===== config.mk =====
export PLATFORM = sky130hd
export DESIGN_NAME = camera_sensor_emulator_flat
export DESIGN_NICKNAME = d
export VERILOG_FILES = /design/src/rtl/camera_sensor_emulator_if.sv /design/src/rtl/camera_sensor_emulator.sv /design/src/flat_wrapper.sv
export SDC_FILE = /design/constraint.sdc
export NUM_CORES = 1
export LEC_CHECK = 0
export BUFFER_PORTS_ARGS = -buffer_cell sky130_fd_sc_hd__buf_2
export CAP_MARGIN = 15
export CORE_ASPECT_RATIO = 1.25
export CORE_UTILIZATION = 56
export CTS_CLUSTER_SIZE = 24
export DETAILED_ROUTE_END_ITERATION = 10
export PLACE_DENSITY = 0.85
export RECOVER_POWER = 25
export SYNTH_ARGS = -nofsm -noshare
export SYNTH_HDL_FRONTEND = slang
export SYNTH_SLANG_ARGS = --single-unit

===== constraint.sdc =====
create_clock -name Clock -period 3.9 [get_ports Clock]
set_input_delay 0.78 -clock Clock [delete_from_list [all_inputs] [get_ports Clock]]
set_output_delay 0.78 -clock Clock [all_outputs]
set_load 0.02 [all_outputs]

===== src/rtl/camera_sensor_emulator_if.sv =====
// rtl/camera_sensor_emulator_if.sv - sensor-side signal bundle of the camera emulator
// The master modport is the emulator; the slave side requests the run and consumes the pixel stream.
interface camera_sensor_emulator_if;
  logic        Enable;
  logic        oPIXCLK;
  logic        oFrame_Valid;
  logic        oLine_Valid;
  logic [9:0]  oCamera_Data;
  logic [31:0] oFrame_Count;
  logic        oBusy;

  modport master (
    input  Enable,
    output oPIXCLK, oFrame_Valid, oLine_Valid, oCamera_Data, oFrame_Count, oBusy
  );

  modport slave (
    output Enable,
    input  oPIXCLK, oFrame_Valid, oLine_Valid, oCamera_Data, oFrame_Count, oBusy
  );
endinterface


===== src/rtl/camera_sensor_emulator.sv =====
// rtl/camera_sensor_emulator.sv - FVAL/LVAL/PIXCLK camera sensor emulator with Bayer bar pattern
// Define CAMERA_EMU_RAMP_EN for a per-pixel ramp instead of the colour bars; timing is identical.
module camera_sensor_emulator #(
  parameter int H_ACTIVE = 640,
  parameter int V_ACTIVE = 480,
  parameter int H_BLANK  = 32,
  parameter int V_BLANK  = 8
) (
  input logic                       Clock,
  input logic                       Resetn,
  camera_sensor_emulator_if.master  cam
);
  localparam int VB_PIX = V_BLANK * (H_ACTIVE + H_BLANK);
  localparam int BW     = $clog2(VB_PIX);
  localparam int XW     = $clog2(H_ACTIVE);
  localparam int YW     = $clog2(V_ACTIVE);
  localparam logic [BW-1:0] VB_LAST = BW'(VB_PIX - 1);
  localparam logic [BW-1:0] HB_LAST = BW'(H_BLANK - 1);
  localparam logic [XW-1:0] X_LAST  = XW'(H_ACTIVE - 1);
  localparam logic [YW-1:0] Y_LAST  = YW'(V_ACTIVE - 1);

  typedef enum logic [2:0] {ST_IDLE, ST_VBLANK, ST_HLEAD, ST_ACTIVE, ST_HTAIL} state_t;

  state_t          state, state_n;
  logic [BW-1:0]   cnt, cnt_n;
  logic [XW-1:0]   x, x_n;
  logic [YW-1:0]   y, y_n;
  logic            pixclk, fval, lval, fval_n, frame_done;
  logic [9:0]      data, data_n;
  logic [31:0]     frame_count;

  // pixclk is only ever high outside IDLE, so its high phase marks the pixel boundary edge
  logic tick;
  assign tick = pixclk;

  always_ff @(posedge Clock or negedge Resetn) begin
    if (!Resetn) begin
      state <= ST_IDLE;
      cnt   <= '0;
      x     <= '0;
      y     <= '0;
    end else begin
      state <= state_n;
      cnt   <= cnt_n;
      x     <= x_n;
      y     <= y_n;
    end
  end

  always_comb begin
    state_n    = state;
    cnt_n      = cnt;
    x_n        = x;
    y_n        = y;
    frame_done = 1'b0;
    case (state)
      ST_IDLE: begin
        if (cam.Enable) begin
          state_n = ST_VBLANK;
          cnt_n   = '0;
        end
      end
      ST_VBLANK: begin
        if (tick) begin
          if (!cam.Enable) begin
            state_n = ST_IDLE;
            cnt_n   = '0;
          end else if (cnt == VB_LAST) begin
            state_n = ST_HLEAD;
            cnt_n   = '0;
          end else begin
            cnt_n = cnt + 1'b1;
          end
        end
      end
      ST_HLEAD: begin
        if (tick) begin
          if (cnt == HB_LAST) begin
            state_n = ST_ACTIVE;
            cnt_n   = '0;
            x_n     = '0;
          end else begin
            cnt_n = cnt + 1'b1;
          end
        end
      end
      ST_ACTIVE: begin
        if (tick) begin
          if (x == X_LAST) begin
            state_n    = ST_HTAIL;
            cnt_n      = '0;
            frame_done = (y == Y_LAST);
          end else begin
            x_n = x + 1'b1;
          end
        end
      end
      ST_HTAIL: begin
        if (tick) begin
          if (cnt != HB_LAST) begin
            cnt_n = cnt + 1'b1;
          end else if (y != Y_LAST) begin
            state_n = ST_ACTIVE;
            cnt_n   = '0;
            x_n     = '0;
            y_n     = y + 1'b1;
          end else begin
            // Enable is honoured only here and in V_BLANK so a frame is never cut short
            state_n = cam.Enable ? ST_VBLANK : ST_IDLE;
            cnt_n   = '0;
            x_n     = '0;
            y_n     = '0;
          end
        end
      end
      default: state_n = ST_IDLE;
    endcase
  end

`ifdef CAMERA_EMU_RAMP_EN
  always_comb begin
    data_n = 10'h000;
    if (state_n == ST_ACTIVE)
      data_n = 10'(x_n) + 10'(32'(y_n) * H_ACTIVE) + frame_count[9:0];
  end
`else
  localparam int BAR_W = H_ACTIVE / 8;
  logic [2:0] bar;
  logic       lit;

  always_comb begin
    bar = '0;
    for (int k = 1; k < 8; k++)
      if (32'(x_n) >= k * BAR_W) bar = 3'(k);
    // Bayer phase: even rows G,R,G,R...; odd rows B,G,B,G...
    if (!y_n[0]) lit = x_n[0] ? bar[0] : bar[1];
    else         lit = x_n[0] ? bar[1] : bar[2];
    data_n = ((state_n == ST_ACTIVE) && lit) ? 10'h3FF : 10'h000;
  end
`endif

  assign fval_n = (state_n == ST_HLEAD) || (state_n == ST_ACTIVE) ||
                  ((state_n == ST_HTAIL) && (y_n != Y_LAST));

  always_ff @(posedge Clock or negedge Resetn) begin
    if (!Resetn) begin
      pixclk      <= 1'b0;
      fval        <= 1'b0;
      lval        <= 1'b0;
      data        <= '0;
      frame_count <= '0;
    end else begin
      pixclk <= (state == ST_IDLE) ? 1'b0 : ~pixclk;
      if (tick) begin
        fval <= fval_n;
        lval <= (state_n == ST_ACTIVE);
        data <= data_n;
      end
      if (frame_done) frame_count <= frame_count + 32'd1;
    end
  end

  assign cam.oPIXCLK      = pixclk;
  assign cam.oFrame_Valid = fval;
  assign cam.oLine_Valid  = lval;
  assign cam.oCamera_Data = data;
  assign cam.oFrame_Count = frame_count;
  assign cam.oBusy        = (state != ST_IDLE);
endmodule


===== src/flat_wrapper.sv =====
// flat-port wrapper written by rule: the top's interface ports become plain ports
module camera_sensor_emulator_flat 
#(
  parameter int H_ACTIVE = 640,
  parameter int V_ACTIVE = 480,
  parameter int H_BLANK  = 32,
  parameter int V_BLANK  = 8
)
  (Clock, Resetn, cam_Enable, cam_oPIXCLK, cam_oFrame_Valid, cam_oLine_Valid, cam_oCamera_Data, cam_oFrame_Count, cam_oBusy);
  camera_sensor_emulator_if cam_i ();
  input logic Clock;
  input logic Resetn;
  input wire logic [$bits(cam_i.Enable)-1:0] cam_Enable;
  output wire logic [$bits(cam_i.oPIXCLK)-1:0] cam_oPIXCLK;
  output wire logic [$bits(cam_i.oFrame_Valid)-1:0] cam_oFrame_Valid;
  output wire logic [$bits(cam_i.oLine_Valid)-1:0] cam_oLine_Valid;
  output wire logic [$bits(cam_i.oCamera_Data)-1:0] cam_oCamera_Data;
  output wire logic [$bits(cam_i.oFrame_Count)-1:0] cam_oFrame_Count;
  output wire logic [$bits(cam_i.oBusy)-1:0] cam_oBusy;
  assign cam_i.Enable = cam_Enable;
  assign cam_oPIXCLK = cam_i.oPIXCLK;
  assign cam_oFrame_Valid = cam_i.oFrame_Valid;
  assign cam_oLine_Valid = cam_i.oLine_Valid;
  assign cam_oCamera_Data = cam_i.oCamera_Data;
  assign cam_oFrame_Count = cam_i.oFrame_Count;
  assign cam_oBusy = cam_i.oBusy;
  camera_sensor_emulator #(.H_ACTIVE(H_ACTIVE), .V_ACTIVE(V_ACTIVE), .H_BLANK(H_BLANK), .V_BLANK(V_BLANK)) u_core (.Clock(Clock), .Resetn(Resetn), .cam(cam_i));
endmodule

Yosys cells after proc, flatten, opt, wreduce, memory -nomap -nowiden
Cells that the tools add are included.
- register bits after elaboration: 80
- input port bits: 3
- output and inout bits: 46
- word-level logic and storage cells: 99
- add/sub/neg operators: 4
- magnitude comparators: 7
- eq/ne operators: 20
- muxes and demuxes: 50
- bitwise logic cells: 1
- reductions and logical operators: 8
- operators with widths (operator ; count):
    13-bit 2-to-1 mux ; 10
    10-bit 2-to-1 mux ; 7
    13-bit case mux with 5 select lines ; 1
    3-bit 2-to-1 mux ; 15
    9-bit 2-to-1 mux ; 4
    32-bit by 1-bit adder with 32-bit output (second input constant) ; 1
    10-bit by 9-bit greater-or-equal comparator with 1-bit output (second input constant) ; 3
    10-bit case mux with 3 select lines ; 1
    10-bit by 8-bit greater-or-equal comparator with 1-bit output (second input constant) ; 2
    9-bit != test (second input constant) ; 2
    3-bit case mux with 5 select lines ; 1
    13-bit by 1-bit adder with 13-bit output (second input constant) ; 1
    13-bit == test (second input constant) ; 1
    13-bit by 5-bit == test with 1-bit output (second input constant) ; 1
    13-bit by 5-bit != test with 1-bit output (second input constant) ; 1
    3-bit by 2-bit == test with 1-bit output (second input constant) ; 4
    10-bit by 1-bit adder with 10-bit output (second input constant) ; 1
    10-bit == test (second input constant) ; 1
    10-bit greater-or-equal comparator (second input constant) ; 1
    10-bit by 7-bit greater-or-equal comparator with 1-bit output (second input constant) ; 1
    2-bit by 1-bit != test with 1-bit output (second input constant) ; 5
    9-bit by 1-bit adder with 9-bit output (second input constant) ; 1
    9-bit == test (second input constant) ; 1
    1-bit 2-to-1 mux ; 9
    other kinds (11) ; 15

Depth between registers and ports, before layout
Gate-level depths: netlist of the first run.
- depth after elaboration: 16
- mapped depth: 10
- depth with buffers taken out: 10

Least setup slack after synthesis of the first run
OpenSTA, ideal clock, no wires.
- path type: flip-flop to flip-flop
- from: register u_core.cnt[9]
- to: register u_core.data[8] (netlist: u_core.cam.oCamera_Data[8])
- data arrival time: 2.674 ns
- slack: 1.103 ns
- stages on the path, launching flop included: 10
- cell sequence: dfrtp_1 or4_4 nor4_4 o21ai_4 a221o_1 buf_6 maj3_2 a211oi_2 o21ai_1 o221a_1
- cells in the longest elaborated chain, start to end: 16
- RTL lines (element ; RTL line ; source):
    start: declaration ; camera_sensor_emulator.sv:25 ; logic [BW-1:0] cnt, cnt_n;
    start signal: assignment ; camera_sensor_emulator.sv:44 ; cnt <= cnt_n;
    13-bit by 5-bit != test with 1-bit output or 13-bit by 5-bit == test with 1-bit output (tied branches) ; camera_sensor_emulator.sv:100, camera_sensor_emulator.sv:78 ;
    10-bit 2-to-1 mux (on tied branches) ; camera_sensor_emulator.sv:100, camera_sensor_emulator.sv:78 ;
    10-bit 2-to-1 mux (on tied branches) ; camera_sensor_emulator.sv:99, camera_sensor_emulator.sv:77 ;
    10-bit case mux with 3 select lines * ; camera_sensor_emulator.sv:56 ; case (state)
    via u_core.x_n[5] ; camera_sensor_emulator.sv:26 ; logic [XW-1:0] x, x_n;
    10-bit by 7-bit greater-or-equal comparator with 1-bit output ; camera_sensor_emulator.sv:134 ; if (32'(x_n) >= k * BAR_W) bar = 3'(k);
    1-bit 2-to-1 mux ; camera_sensor_emulator.sv:134 ;
    2-bit 2-to-1 mux (2 in series) ; camera_sensor_emulator.sv:134 ;
    3-bit 2-to-1 mux (3 in series) ; camera_sensor_emulator.sv:134 ;
    3-bit 2-to-1 mux * ; camera_sensor_emulator.sv:134 ;
    1-bit 2-to-1 mux ; camera_sensor_emulator.sv:136 ; if (!y_n[0]) lit = x_n[0] ? bar[0] : bar[1];
    1-bit 2-to-1 mux * ; camera_sensor_emulator.sv:136 ;
    1-bit logical AND * ; camera_sensor_emulator.sv:138 ; data_n = ((state_n == ST_ACTIVE) && lit) ? 10'h3FF : 10'h000;
    10-bit 2-to-1 mux * ; camera_sensor_emulator.sv:138 ;
    end signal: assignment ; camera_sensor_emulator.sv:157 ; data <= data_n;
    end: declaration ; camera_sensor_emulator.sv:29 ; logic [9:0] data, data_n;
The timed path passes the listed nets; every way through them passes the cells marked *.
A chain may end at the register's enable or synchronous reset.

Worst setup path in the final report of the first run
- from: register u_core.state[0]
- to: register u_core.frame_count[28] (netlist: u_core.cam.oFrame_Count[28])
- cells in the longest elaborated chain, start to end: 2
- RTL lines (element ; RTL line ; source):
    start: declaration ; camera_sensor_emulator.sv:24 ; state_t state, state_n;
    start signal: assignment ; camera_sensor_emulator.sv:43 ; state <= state_n;
    3-bit by 2-bit == test with 1-bit output ; camera_sensor_emulator.sv:56 ;
    1-bit 2-to-1 mux ; camera_sensor_emulator.sv:56 ;
    end signal: assignment ; camera_sensor_emulator.sv:159 ; if (frame_done) frame_count <= frame_count + 32'd1;
    end: declaration ; camera_sensor_emulator.sv:30 ; logic [31:0] frame_count;
No other way between the ends.

==> summary.txt, run 1 <==
Place
  – Post-Place Cell Area: 0.00425 mm^2
  – Placer congestion estimate: 0.888
  – Dpl ws: 806 ps
  – DP Cell Count: 551
  – HPWL after detailed placement: 6330 um
  – Port Buffers: 48

Global route
  – Vias in the first global route: 3204
  – First-pass GRT wire length: 14800 um
  – Initial antenna violation count: 0
  – GRT Overall Usage: 0.254
  – Overflow after GRT: 0
  – Largest net degree at the start of global routing: 34

Pwr
  – Internal power: 1.10 mW
  – Sw Ratio: 0.219
  – Maximum vdd ir drop: 0.205 mV
  – Combinational power share: 0.012
  – PwrDens: 316 mW/mm^2
  – Leakage Power: 2.14 nW
  – Flop pwr share: 0.521
  – Psw: 310 uW
  – Part of the power in the clock network: 0.467

Die
  – Initial core utilization: 0.575
  – Die H: 96.3 um
  – Ports: 49
  – Core Region: 0.00693 mm^2
  – Die Area: 0.00746 mm^2
  – Num rows: 34
  – Die width: 77.5 um

Logic synthesis
  – Post-synth EDFFs: 0
  – Ys Warns: 0
  – Cells after synthesis: 429
  – Primary FF master, synth: dfrtp_1
  – Synth Register Bits: 71
  – Top post-synthesis cells by area: dfrtp_1, xnor2_1, nand2_1
  – Seq/Total Area, Yosys: 0.446
  – Synth area leader: dfrtp_1
  – Yosys cell types: 65
  – Area of the mapped netlist: 0.00399 mm^2
  – Mean post-synth cell area: 9.30 um^2
  – Syn nets: 436
  – Async set-reset flop share out of synthesis: 1.00
  – Post-synth top area share: 0.446

Timing
  – Tcrit/Tclk final: 0.812
  – Final WS setup: 733 ps
  – Fmax: 0.316 GHz
  – Clock Skew: 11.8 ps
  – Fin crit period: 3170 ps
  – Final Hold Viols: 0
  – Tightest Pin Transition: 1730 ps
  – Hold_ws: 495 ps
  – Slew Viols, Final: 34
  – Endpoints failing setup: 0
  – Max-slew headroom: -0.156
  – RSZ-0062 raised after global routing: no
  – Setup TNS: 0 ps

Route
  – Detailed Routing Iterations Pass 1: 5
  – Vias per cell: 6.09
  – Drt drc: 0
  – 1st-iter DRT viols: 189
  – Final wirelength: 8950 um
  – Via count: 3452
  – Antenna Nets Post-Route: 0
  – WL per Instance: 15.8 um

Cells and area
  – Share of cells above drive strength 1: 0.174
  – # nets final: 479
  – Most common cell after layout, fill and taps aside: dfrtp_1
  – Most frequent cells in the layout: dfrtp_1, buf_2, nand2_1
  – Final Non-Filler Cells: 567
  – Fin area: 0.00446 mm^2
  – ANT cells: 0
  – Area delta synth->final: 12.0%
  – FILL cells: 544

Run status
  – Violated checks: max-capacitance violations, max-slew violations
  – Outcome: complete, but fails checks

Clock tree
  – PostCTS Resize Cnt: 0
  – Clock root buffer master: clkbuf_8
  – Clk_lat worst skew: 350 ps
  – CTS tree: done
  – H-tree Lvls: 3
  – Worst-path clk slew: 80 ps
  – Post-CTS Setup Inserts: 0
  – Num CTS Buffers: 9
  – CTS Hold Buffers Added: 0
  – Clock Path Buffers: 2
  – Clock Sinks: 71

Worst setup path
  – R2R Path Start: u_core.state[0]
  – Worst setup path start: u_core.state[0]
  – Crit path max-delay cell type: dfrtp_1
  – Capturing point of the worst reg2reg path: u_core.cam.oFrame_Count[28]
  – Largest stage delay, worst path: 690 ps
  – Worst path cell trace: nand2_1, or4_1, nor4_1, nand3_1, nor2_1, nand2_1, nor2_1, xor2_1
  – Crit. path cell count: 8
  – Top delay family on crit path: simple AND/OR/NAND/NOR gates
  – Critical Path Sink Type: register
  – Max FO, Critical Path: 17
  – Worst Reg-to-Reg Cells: 8
  – Worst Path Arrival: 3450 ps
  – Worst setup path class: reg2reg
  – Setup crit end: u_core.cam.oFrame_Count[28]
  – Worst Path Required: 4180 ps
  – Worst R2R Setup Slack: 730 ps
  – CP startpoint kind: register
  – Number of buffer and inverter stages on the critical path: 0

Run
  – Max Cap Violations: 1

Min path
  – Worst hold path type: reg2reg
worst register-to-register path: cells and delay by family (launching register included):
| kind | cells | cell delay [ps] |
|---|---|---|
| and+or+nand+nor | 7 | 2230 |
| DFF | 1 | 690 |
| xor gates and xnor gates | 1 | 170 |
cell type report:
class,instances,area (um^2),share of cell area
Inverter,14,52.6,0.0118
Multi-Input combinational cell,323,2030,0.455
Clock buffer,10,128,0.0286
Timing Repair Buffer,53,269,0.0603
Clock inverter,6,93.8,0.0210
Tap cell,90,113,0.0252
Sequential cell,71,1780,0.398
metrics by stage:
step                power, mW  utilization
global placement        0.768        0.613
CTS                      1.42        0.645
global route             1.46        0.644
detailed placement      0.769        0.613
floorplan               0.751            -
finish                   1.41        0.644
flip-flops by register name, indices dropped and copies added, names as in the netlist:
signal,count
u_core.cam.oCamera_Data,1
u_core.cam.oFrame_Count,32
u_core.x,10
u_core.cnt,13
u_core.state,3
u_core.cam.oFrame_Valid,1
u_core.y,9
u_core.cam.oPIXCLK,1
u_core.cam.oLine_Valid,1
worst min path at each step:
stage                                 from                          end  slack [ps]  depth (start not counted)
3_3_place_gp   u_core.cam.oFrame_Count[31]  u_core.cam.oFrame_Count[31]         460                          1
6_report       u_core.cam.oFrame_Count[31]  u_core.cam.oFrame_Count[31]         490                          1
5_1_grt        u_core.cam.oFrame_Count[18]  u_core.cam.oFrame_Count[18]         500                          1
2_1_floorplan               u_core.cnt[12]               u_core.cnt[12]         460                          1
4_1_cts                             Resetn                  u_core.y[5]         500                          1
3_5_place_dp   u_core.cam.oFrame_Count[18]  u_core.cam.oFrame_Count[18]         490                          1
cells in the mapped netlist (all sizes together) (2+ instances only):
library cell / count
a211oi: 5
nand2: 43
nor4: 5
or3: 4
o21ai: 31
buf: 14
or4: 3
a22o: 2
xnor2: 19
o2111ai: 2
nor3: 13
clkbuf: 7
mux2: 3
nand3: 20
a21oi: 14
o221ai: 2
xor2: 15
a31oi: 4
and2: 9
a31o: 2
and4: 5
inv: 14
nor3b: 3
nand4: 14
nor2b: 8
nand2b: 3
nor2: 37
nand4b: 2
and3: 19
ha: 4
o31ai: 9
dfrtp: 71
mux2i: 3
power by group through the flow:
stage | clock network (mW) | registers [mW] | logic (mW)
final | 0.659 | 0.735 | 0.0163
after detailed placement | 0 | 0.750 | 0.0186
after global placement | 0 | 0.750 | 0.0179
after global routing | 0.707 | 0.735 | 0.0198
after CTS | 0.668 | 0.735 | 0.0186
after floorplan | 0 | 0.750 | 0.000636
layer usage:
layer,vias up,wire [um],part of all wire,track usage
met4,0,201,0.022,0.129
li1,1631,-,-,-
met3,16,477,0.053,0.0654
met2,131,4390,0.49,0.428
met1,1674,3880,0.43,0.301
met5,-,0,0,0
cells by family (layout without fill, tap and decap cells):
group / count (synthesis) / count (layout) / synth area share
compound gates: 86 / 86 / 0.149
simple gates: 192 / 192 / 0.254
buf+inv: 35 / 83 / 0.0449
flops: 71 / 71 / 0.446
fa+ha+maj: 5 / 5 / 0.0154
mux: 6 / 6 / 0.0160
xor+xnor: 34 / 34 / 0.0747
(Power assumes the default switching activity.)
==> run 2: changes to the inputs <==
- clock period: 3.9 -> 3.15 ns (I/O delays scaled with it)
==> run 2 against run 1 <==
The flow still finishes with violations (max-capacitance violations, max-slew violations). Clock-buffer cell count unchanged. Routed wire length increased by 0.61%. Flip-flop and latch count unchanged. Via count increased by 1.9%. Core utilization increased by 0.72 points. Maximum frequency increased by 4.7%. Sequential share of layout area decreased by 0.44 points. Die area unchanged. First-iteration DRC count decreased by 6.3%. Cell area increased by 1.1%. Clock skew about the same. Worst hold slack got worse by 23 ps. Largest power group unchanged.
==> summary.txt, run 2 (synthesis gave the netlist of run 1 again) <==
Die
  – Num rows: 34
  – Die Area: 0.00746 mm^2
  – Die H: 96.3 um
  – Ports: 49
  – Core Region: 0.00693 mm^2
  – Initial core utilization: 0.575
  – Die width: 77.5 um

Worst setup path
  – Number of buffer and inverter stages on the critical path: 0
  – Worst setup path class: reg2reg
  – CP startpoint kind: register
  – R2R Path Start: u_core.cnt[9]
  – Worst setup path start: u_core.cnt[9]
  – Max FO, Critical Path: 8
  – Worst Path Arrival: 3250 ps
  – Top delay family on crit path: compound AO/OA/AOI/OAI gates
  – Critical Path Sink Type: register
  – Worst Path Required: 3380 ps
  – Crit path max-delay cell type: or4_4
  – Largest stage delay, worst path: 580 ps
  – Worst path cell trace: or4_4, nor4_4, o21ai_4, a221o_1, maj3_2, a211oi_2, o21ai_1, o221a_1

Clock tree
  – Clock Sinks: 71
  – Worst-path clk slew: 80 ps
  – H-tree Lvls: 3
  – Clock Path Buffers: 2
  – Clk_lat worst skew: 350 ps
  – Clock root buffer master: clkbuf_8
  – Num CTS Buffers: 9
  – CTS tree: done
  – Post-CTS Setup Inserts: 0
  – CTS Hold Buffers Added: 0

Cells and area
  – Fin area: 0.00451 mm^2
  – Most frequent cells in the layout: dfrtp_1, buf_2, nand2_1
  – Area delta synth->final: 13.2%
  – Max reg flops: 32
  – Share of cells above drive strength 1: 0.194
  – # nets final: 487
  – Most common cell after layout, fill and taps aside: dfrtp_1
  – ANT cells: 0
  – FILL cells: 554

Pwr
  – Maximum vdd ir drop: 0.237 mV
  – Leakage Power: 2.18 nW
  – PwrDens: 370 mW/mm^2

Min path
  – Worst hold path type: reg2reg
  – Worst hold start: u_core.cam.oFrame_Count[31]

Timing
  – Slew Viols, Final: 31
  – Fmax: 0.331 GHz
  – Clock Skew: 11.8 ps
  – Tcrit/Tclk final: 0.960
  – Fin crit period: 3020 ps
  – Final Hold Viols: 0
  – RSZ-0062 raised after global routing: yes
  – Setup TNS: 0 ps
  – Max-slew headroom: -0.0775
  – Tightest Pin Transition: 1620 ps
  – Endpoints failing setup: 0

Global route
  – Vias in the first global route: 3172
  – GRT Overall Usage: 0.252
  – Largest net degree at the start of global routing: 31
  – Initial antenna violation count: 0
  – First-pass GRT wire length: 14600 um
  – Overflow after GRT: 0

Place
  – HPWL after detailed placement: 6500 um
  – Placer congestion estimate: 0.904
  – Port Buffers: 48
  – Post-Place Cell Area: 0.00431 mm^2

Route
  – Final wirelength: 9000 um
  – Vias per cell: 6.11
  – Antenna Nets Post-Route: 0
  – Detailed Routing Iterations Pass 1: 5
  – WL per Instance: 15.7 um
  – Drt drc: 0
  – Via count: 3516
  – 1st-iter DRT viols: 177

Run status
  – Violated checks: max-capacitance violations, max-slew violations
  – Outcome: complete, but fails checks

Run
  – Max Cap Violations: 1
## run 2: worst paths after layout
kind                                                to  slack (ps)  cells past startpoint
min in group asynchronous   u_core.cam.oFrame_Count[9]         670                      1
hold / removal             u_core.cam.oFrame_Count[31]         470                      1
hold reg to reg            u_core.cam.oFrame_Count[31]         470                      1
max in group asynchronous                  u_core.y[1]         740                      2
setup / recovery            u_core.cam.oCamera_Data[8]         130                      8
setup reg to reg            u_core.cam.oCamera_Data[8]         130                      8
## run 2: cell type report
class / instances / area (um^2) / share of cell area
clock buffers: 10 / 128 / 0.0283
clock inverters: 6 / 68.8 / 0.0152
inverters: 14 / 52.6 / 0.0116
multi-input cells: 323 / 2040 / 0.453
flip-flops and latches: 71 / 1780 / 0.394
well taps: 90 / 113 / 0.0249
repair buffers: 61 / 333 / 0.0737
## run 2: metal layers
layer / up-vias / wire, um / share of wire / global-route usage
met1: 1701 / 3890 / 0.43 / 0.304
met4: 0 / 204 / 0.023 / 0.110
met5: - / 0 / 0 / 0
met3: 21 / 496 / 0.055 / 0.0540
met2: 149 / 4410 / 0.49 / 0.436
li1: 1645 / - / - / -
## run 2: timing repair
item                                   CTS  global route
endpoints found under the hold margin    0             0
setup endpoints to repair                0             2
resized for setup                        0             3
## run 2: per-stage QoR
step                hold slack (ps)  cells   util  total power, mW  setup WS (ps)
detailed placement              463    559  0.622            0.952            160
CTS                             318    575  0.650             1.68            143
global route                    509    575  0.651             1.72          -9.58
global placement                458    559  0.622            0.951            258
finish                          471    575  0.651             1.67            127
floorplan                       334    429      -            0.930            353
## run 2: where the power goes
group | internal, mW | switching [mW]
Sequential | 0.911 | 0
Clock | 0.370 | 0.367
Combinational | 0.00211 | 0.0191
==> run 3: changes to the inputs <==
- CELL_PAD_IN_SITES_DETAIL_PLACEMENT: unset -> 0
- CELL_PAD_IN_SITES_GLOBAL_PLACEMENT: unset -> 1
- CORE_UTILIZATION: 56 -> 45
- CTS_BUF_LIST: unset -> sky130_fd_sc_hd__clkbuf_8 sky130_fd_sc_hd__clkbuf_16
- PLACE_DENSITY: 0.85 -> 0.88
==> run 3 against run 2 <==
The run still ends with max-capacitance violations, max-slew violations left. Clock skew fell by 2.9 ps. Routed wire length decreased by 2.8%. Sequential power hardly changed. Combinational power shrank 7%. Setup slack improved by 64 ps. Critical path depth did not move. Clock-buffer cell count did not move. Flip-flop and latch count stayed put. Power increased by 9.3%. First-iteration DRC count rose by 4.5%. Clock power increased by 21%. Maximum frequency is 2.2% higher. Largest power group unchanged.
==> summary.txt, run 3 (synthesis gave the netlist of run 1 again) <==
Run status
  – Outcome: complete, but fails checks
  – Violated checks: max-capacitance violations, max-slew violations

Pwr
  – Leakage Power: 2.21 nW
  – Part of the power in the clock network: 0.490
  – Flop pwr share: 0.499
  – Maximum vdd ir drop: 0.248 mV
  – Combinational power share: 0.011
  – PwrDens: 395 mW/mm^2
  – Sw Ratio: 0.201
  – Internal power: 1.46 mW
  – Psw: 367 uW

Place
  – Dpl ws: 195 ps
  – Placer congestion estimate: 0.872
  – HPWL after detailed placement: 6460 um
  – Port Buffers: 48

Route
  – Vias per cell: 5.55
  – WL per Instance: 14.4 um
  – Detailed Routing Iterations Pass 1: 4
  – Via count: 3370
  – Drt drc: 0
  – Final wirelength: 8750 um
  – Antenna Nets Post-Route: 0
  – 1st-iter DRT viols: 185

Timing
  – Max-slew headroom: -0.0128
  – Final Hold Viols: 0
  – Fmax: 0.338 GHz
  – Tightest Pin Transition: 1520 ps
  – Endpoints failing setup: 0
  – Clock Skew: 8.87 ps
  – Tcrit/Tclk final: 0.939
  – Fin crit period: 2960 ps
  – Setup TNS: 0 ps
  – Final WS setup: 191 ps
  – RSZ-0062 raised after global routing: no
  – Hold_ws: 474 ps
  – Slew Viols, Final: 29

Clock tree
  – Post-CTS Setup Inserts: 0
  – Clock Path Buffers: 2
  – CTS tree: done
  – CTS Hold Buffers Added: 0
  – Clock Sinks: 71
  – Clock root buffer master: clkbuf_8
  – Num CTS Buffers: 9
  – Clk_lat worst skew: 350 ps
  – Worst-path clk slew: 80 ps
  – H-tree Lvls: 3

Die
  – Core Region: 0.00865 mm^2
  – Ports: 49
  – Die Area: 0.00924 mm^2
  – Die width: 86.2 um
  – Die H: 107 um
  – Initial core utilization: 0.461
  – Num rows: 38

Cells and area
  – ANT cells: 0
  – Utilization after layout: 0.533
  – Area delta synth->final: 15.7%
  – Share of cells above drive strength 1: 0.199
  – Most common cell after layout, fill and taps aside: dfrtp_1
  – # nets final: 489
  – Most frequent cells in the layout: dfrtp_1, buf_2, nand2_1
  – Max reg flops: 32

Worst setup path
  – Worst Path Required: 3390 ps
  – Critical Path Sink Type: register
  – Worst Path Arrival: 3200 ps
  – CP startpoint kind: register
  – Max FO, Critical Path: 8
  – Worst setup path class: reg2reg

Global route
  – Vias in the first global route: 3171
  – First-pass GRT wire length: 14800 um
  – Overflow after GRT: 0
  – Initial antenna violation count: 0
  – GRT Overall Usage: 0.207
  – Largest net degree at the start of global routing: 45

Run
  – Max Cap Violations: 1

Min path
  – Worst hold path type: reg2reg
run 3: cell count changes in the layout (fill, tap and decap cells not counted), sizes merged:
cell    before  now
buf         59   61
clkinv       3    2
bufinv       1    3
inv         15   14
run 3: area by class of cell:
cell class / count / area [um^2]
multi-input cells: 323 / 2040
fillers: 817 / 4040
flip-flops and latches: 71 / 1780
well taps: 120 / 150
clock inverters: 6 / 108
clock buffers: 10 / 138
inverters: 14 / 52.6
repair buffers: 63 / 349
run 3: repair_timing:
item,4_1_cts,5_1_grt
gates resized for setup,0,1
endpoints found under the hold margin,0,0
setup endpoints to repair,0,6
run 3: path summary, 6_finish.rpt:
kind                                             start  slack [ps]  depth (start not counted)                          end
setup / recovery                         u_core.cnt[9]         190                          8   u_core.cam.oCamera_Data[8]
hold / removal             u_core.cam.oFrame_Count[31]         470                          1  u_core.cam.oFrame_Count[31]
setup reg to reg                         u_core.cnt[9]         190                          8   u_core.cam.oCamera_Data[8]
hold reg to reg            u_core.cam.oFrame_Count[31]         470                          1  u_core.cam.oFrame_Count[31]
max in group asynchronous                       Resetn         730                          2                  u_core.x[2]
min in group asynchronous                       Resetn         640                          1   u_core.cam.oFrame_Count[6]
run 3: worst max-delay path, stage by stage, from the launching register on:
cell      delay, ps
dfrtp_1         420
or4_4           580
nor4_4          330
o21ai_4         140
a221o_1         480
maj3_2          350
a211oi_2        200
o21ai_1          90
o221a_1         250
run 3: metrics by stage:
| step | total power, mW | instances | instance area, um^2 |
|---|---|---|---|
| 3_5_place_dp | 0.953 | 591 | 4380 |
| 2_1_floorplan | 0.930 | 429 | 3990 |
| 5_1_grt | 1.90 | 607 | 4610 |
| 3_3_place_gp | 0.953 | 591 | 4380 |
| 4_1_cts | 1.85 | 607 | 4620 |
| 6_report | 1.82 | 607 | 4610 |
run 3: power by group through the flow:
stage | Clock (mW) | Sequential, mW | Combinational, mW
final | 0.893 | 0.911 | 0.0197
after global routing | 0.966 | 0.911 | 0.0241
after global placement | 0 | 0.929 | 0.0241
after detailed placement | 0 | 0.929 | 0.0241
after CTS | 0.913 | 0.911 | 0.0240
after floorplan | 0 | 0.929 | 0.000787
run 3: metal layers:
metal	track usage	part of all wire
met4	0.102	0.030
met3	0.0477	0.046
met5	0	0
met2	0.335	0.48
met1	0.257	0.45
